### src/rtl/int_to_posit_slave.sv
// AXI-Stream slave: signed N-bit integers -> PS-bit posits (ES=0), buffered in a D-entry FIFO with a req/ack read port.
// Optional macro FIFO_LEVEL_EN adds the fifo_level output (registered entry count).
module int_to_posit_slave #(
    parameter int N   = 8,
    parameter int PS  = 16,
    parameter int ES  = 0,
    parameter int D   = 256,
    parameter int D_S = 8
) (
    input  logic          clk,
    input  logic          reset,
    input  logic          rx_axis_tvalid,
    input  logic [N-1:0]  rx_axis_tdata,
    output logic          rx_axis_tready,
    input  logic          pipe_read_req,
    output logic [PS-1:0] pipe_read_data,
    output logic          pipe_read_ack,
    output logic          pipe_read_empty
`ifdef FIFO_LEVEL_EN
    ,
    output logic [D_S:0]  fifo_level
`endif
);

    if (ES != 0) begin : g_es_check
        $error("int_to_posit_slave supports only ES = 0");
    end

    // Builds the posit MSB-first: sign 0, regime ones, regime terminator, then the
    // magnitude bits below the leading one; negatives are the two's complement.
    function automatic logic [PS-1:0] to_posit(input logic [N-1:0] x);
        logic signed [N:0] xe;
        logic [N:0]        mag;
        logic [PS-1:0]     pos;
        logic              bitv;
        int                lead;
        int                sh;
        xe   = {x[N-1], x};
        mag  = x[N-1] ? -xe : xe;
        lead = 0;
        for (int i = 0; i <= N; i++) begin
            if (((mag >> i) & (N+1)'(1)) != '0) lead = i;
        end
        pos = '0;
        for (int i = 0; i < PS-1; i++) begin
            bitv = 1'b0;
            if (i <= lead) begin
                bitv = 1'b1;
            end else if (i > lead + 1) begin
                sh = 2 * lead + 1 - i;
                if (sh >= 0) bitv = ((mag >> sh) & (N+1)'(1)) != '0;
            end
            pos = {pos[PS-2:0], bitv};
        end
        if (x == '0)        return '0;
        else if (x[N-1])    return -pos;
        else                return pos;
    endfunction

    logic [PS-1:0]  mem [D];
    logic [D_S-1:0] wr_ptr_reg, rd_ptr_reg;
    logic [D_S:0]   count_reg, count_next;
    logic           stage_valid_reg;
    logic [N-1:0]   stage_data_reg;
    logic           tready_reg, tready_next;
    logic           ack_reg, empty_reg;
    logic [PS-1:0]  read_data_reg;
    logic [PS-1:0]  conv_posit;
    logic           accept, do_write, do_read;

    assign accept     = rx_axis_tvalid & tready_reg;
    assign do_write   = stage_valid_reg;
    assign do_read    = pipe_read_req & (count_reg != '0);
    assign conv_posit = to_posit(stage_data_reg);

    always_comb begin
        count_next = count_reg;
        if (do_write && !do_read)
            count_next = count_reg + (D_S+1)'(1);
        else if (!do_write && do_read)
            count_next = count_reg - (D_S+1)'(1);
    end

    // The beat in the convert stage counts against capacity so a full FIFO never drops it.
    assign tready_next = ({1'b0, count_next} + (D_S+2)'(accept)) < (D_S+2)'(D);

    always_ff @(posedge clk) begin
        if (reset) begin
            wr_ptr_reg      <= '0;
            rd_ptr_reg      <= '0;
            count_reg       <= '0;
            stage_valid_reg <= 1'b0;
            stage_data_reg  <= '0;
            tready_reg      <= 1'b0;
            empty_reg       <= 1'b1;
        end else begin
            stage_valid_reg <= accept;
            if (accept) stage_data_reg <= rx_axis_tdata;
            if (do_write) wr_ptr_reg <= wr_ptr_reg + (D_S)'(1);
            if (do_read)  rd_ptr_reg <= rd_ptr_reg + (D_S)'(1);
            count_reg  <= count_next;
            tready_reg <= tready_next;
            empty_reg  <= (count_next == '0);
        end
    end

    always_ff @(posedge clk) begin
        if (!reset && do_write) mem[wr_ptr_reg] <= conv_posit;
    end

    // Registered read port; data holds between successful reads.
    always_ff @(posedge clk) begin
        if (reset) begin
            read_data_reg <= '0;
            ack_reg       <= 1'b0;
        end else begin
            ack_reg <= do_read;
            if (do_read) read_data_reg <= mem[rd_ptr_reg];
        end
    end

    assign rx_axis_tready  = tready_reg;
    assign pipe_read_data  = read_data_reg;
    assign pipe_read_ack   = ack_reg;
    assign pipe_read_empty = empty_reg;
`ifdef FIFO_LEVEL_EN
    assign fifo_level      = count_reg;
`endif

endmodule

### config.mk
export PLATFORM = sky130hd
export DESIGN_NAME = int_to_posit_slave
export DESIGN_NICKNAME = d
export VERILOG_FILES = /design/src/rtl/int_to_posit_slave.sv
export SDC_FILE = /design/constraint.sdc
export NUM_CORES = 2
export LEC_CHECK = 0
export CAP_MARGIN = 15
export CORE_MARGIN = 4
export CORE_UTILIZATION = 33
export DETAILED_ROUTE_END_ITERATION = 7
export SETUP_SLACK_MARGIN = 0.05
export SYNTH_ARGS = -nofsm -noshare
export SYNTH_HDL_FRONTEND = slang
export SYNTH_SLANG_ARGS = --single-unit
### constraint.sdc
create_clock -name clk -period 21.6 [get_ports clk]
set_input_delay 3.24 -clock clk [delete_from_list [all_inputs] [get_ports clk]]
set_output_delay 3.24 -clock clk [all_outputs]
set_load 0.005 [all_outputs]
==> impl_metrics.env <==
export IMPL_skew_ns=0.0943
export IMPL_area_sequential_um2=124000
export IMPL_h_tree_depth=5
export IMPL_cts_tree="done"
export IMPL_async_flop_share=0
export IMPL_cts_root_buffer="clkbuf_16"
export IMPL_worstMarginPinSlew_ns=1.32
export IMPL_pin_count=31
export IMPL_area_delta_synth_final_pct=14.8
export IMPL_path_max_fanout=167
export IMPL_clkSinkCount=4149
export IMPL_largest_reg_flops=4096
export IMPL_yosysSeqAreaShare=0.776
export IMPL_cp_start_kind="flip-flop"
export IMPL_multi_input_area_um2=34500
export IMPL_place_gp_congestion=0.834
export IMPL_die_width_um=704
export IMPL_synth_ff_type="edfxtp_1"
export IMPL_drive_gt1_frac=0.308
export IMPL_grt_max_degree=227
export IMPL_final_setup_viol_count=0
export IMPL_grt_pass1_vias=76500
export IMPL_routed_via_count=75900
export IMPL_internal_power_mw=14.3
export IMPL_die_h_um=704
export IMPL_synth_edff_count=4096
export IMPL_start_util=0.331
export IMPL_fmax_mhz=120
export IMPL_layout_min_cycle_time_ns=8.36
export IMPL_path_clk_slew_ns=0.06
export IMPL_layout_commonest_cell="edfxtp_1"
export IMPL_sequentialPowerShare=0.480
export IMPL_fillers=42500
export IMPL_power_switching_mw=4.61
export IMPL_powerDensity_nw_per_um2=103
export IMPL_core_area_um2=482000
export IMPL_fin_setup_tns_ns=0
export IMPL_layout_nets=7263
export IMPL_status="complete, no violations"
export IMPL_cap_violations=0
export IMPL_antenna_found_initial=19
export IMPL_worst_ir_drop_vdd_v=0.0000755
export IMPL_dp_cells=13200
export IMPL_reg2regPathDepth=19
export IMPL_power_share_switching=0.243
export IMPL_cts_hold_buf=0
export IMPL_synthDistinctLibCells=78
export IMPL_hold_path_class="reg2reg"
export IMPL_comb_power_share=0.151
export IMPL_r2r_end="mem[85][12]"
export IMPL_required_ns=22.16
export IMPL_r2r_start="stage_data_reg[0]"
export IMPL_synth_seq_cells=4149
export IMPL_detail_route_vias_per_cell=5.42
export IMPL_slew_violations=0
export IMPL_clockPowerShare=0.369
export IMPL_wl_per_cell_um=29.4
export IMPL_hold_viol_final=0
export IMPL_cp_end_kind="flip-flop"
export IMPL_clk_latency_ns=0.98
export IMPL_yosys_warnings=0
export IMPL_synth_avg_cell_area_um2=23.6
export IMPL_postCtsSetupBuffers=0
export IMPL_hold_end="pipe_read_data[0]"
export IMPL_grt_pass1_wl_um=585000
export IMPL_routed_wl_um=412000
export IMPL_grt_usage=0.163
export IMPL_dr_pass1_iters=7
export IMPL_fp_dieArea_um2=495000
export IMPL_num_rows=255
export IMPL_cts_max_path_buffers=4
export IMPL_p_leak_nw=54.5
export IMPL_rsz0062_at_grt="no"
export IMPL_arrival_ns=8.92
export IMPL_place_hpwl_um=234000
export IMPL_numCtsBuffers=418
export IMPL_maxSlewHeadroom=0.120
export IMPL_stdcell_count=14000
export IMPL_finalCritPeriodShare=0.387
export IMPL_min_path_cells=2
export IMPL_ff2ff_setup_slack_ns=13.24
export IMPL_drc_errors=0
export IMPL_drt_iter0_drc=10300
export IMPL_cts_resized_gates=0
export IMPL_overflow=0
export IMPL_ant_nets=0
export IMPL_synth_area_um2=160000
export IMPL_hold_slack_ns=0.560
export IMPL_final_cell_mix="4096 x edfxtp_1, 1280 x mux4_2, 421 x clkbuf_16"
export IMPL_placement_io_buffers=30
export IMPL_critPathKind="reg2reg"
export IMPL_holdCritStartpoint="pipe_read_data[0]"
export IMPL_synthCells=6774
kinds of logic (layout without fill, tap and decap cells):
group	Yosys count	count (layout)	share of synthesized area
flip-flops	4149	4149	0.776
multiplexers	1294	1294	0.181
AND/OR/NAND/NOR	540	540	0.0151
buffers and inverters	421	1207	0.0100
AO/OA/AOI/OAI	314	314	0.0135
XOR/XNOR	29	29	0.00159
adder cells (fa/ha/maj)	26	26	0.00204
other	1	20	0.0000235
layout make-up:
type / count / share of cell area
well taps: 6425 / 0.0438
clock inverters: 218 / 0.0119
clock buffers: 544 / 0.0603
repair buffers: 422 / 0.0186
multi-input cells: 2211 / 0.188
diodes: 12 / 0.000164
inverters: 23 / 0.000471
flip-flops and latches: 4149 / 0.676
power groups by stage:
stage	logic (mW)	clock network, mW	registers [mW]
finish	2.86	6.99	9.09
global route	3.06	7.49	9.09
CTS	2.92	7.13	9.09
detailed placement	2.91	0	9.26
global placement	2.86	0	9.26
floorplan	2.09	0	9.30
worst max-delay path, cell delays in order, from the launching register on:
cell	delay [ns]
dfxtp_1	0.51
inv_1	0.19
ha_1	0.31
nor3b_4	0.22
a221oi_1	0.64
nand2_1	0.28
a21oi_2	0.48
ha_1	0.44
o31ai_1	0.72
nor3_4	0.07
buf_12	0.25
inv_1	0.10
ha_1	0.16
o21a_1	0.17
inv_1	0.07
o31ai_1	0.44
mux2i_4	0.34
buf_4	0.48
buf_4	0.87
buf_4	0.91
through the flow:
stage,instance area (um^2),power (mW),util,setup WS (ns)
floorplan,160000,11.4,-,3.53
global placement,170000,12.1,0.352,13.51
detailed placement,170000,12.2,0.353,13.44
CTS,183000,19.1,0.380,13.37
global route,183000,19.6,0.380,12.66
finish,183000,18.9,0.380,13.24
Yosys cell counts, drive strengths merged (9+ instances only):
library cell / number / area share
ha: 26 / 0.0020
inv: 23 / 0.00054
nand2: 75 / 0.0018
a211oi: 9 / 0.00042
nand2b: 27 / 0.0011
xor2: 12 / 0.00066
dfxtp: 53 / 0.0066
a22oi: 129 / 0.0061
clkbuf: 259 / 0.0061
nor2: 306 / 0.0072
o22ai: 20 / 0.00078
xnor2: 17 / 0.00093
mux2i: 11 / 0.00069
nand4: 14 / 0.00055
nor2b: 17 / 0.00068
buf: 139 / 0.0034
nor3: 15 / 0.00047
a21oi: 86 / 0.0027
nand3: 36 / 0.0011
o21ai: 15 / 0.00047
edfxtp: 4096 / 0.77
mux4: 1280 / 0.18
nor4: 18 / 0.00074
how the worst max path moves through the flow:
stage / start / end / slack [ns] / depth (start not counted)
2_1_floorplan: stage_data_reg[0] / mem[0][6] / 3.53 / 19
3_3_place_gp: rd_ptr_reg[0] / pipe_read_data[14] / 13.51 / 11
3_5_place_dp: stage_data_reg[0] / mem[80][12] / 13.44 / 19
4_1_cts: stage_data_reg[0] / mem[85][12] / 13.37 / 19
5_1_grt: stage_data_reg[0] / mem[68][12] / 12.66 / 19
6_report: stage_data_reg[0] / mem[85][12] / 13.24 / 19
layer usage:
metal	part of all wire	track usage	vias to the layer above
li1	-	-	30000
met2	0.48	0.263	3769
met1	0.40	0.228	41500
met5	0	0	-
met4	0.027	0.0427	0
met3	0.090	0.0292	666
Power figures use the tool's default switching activity.
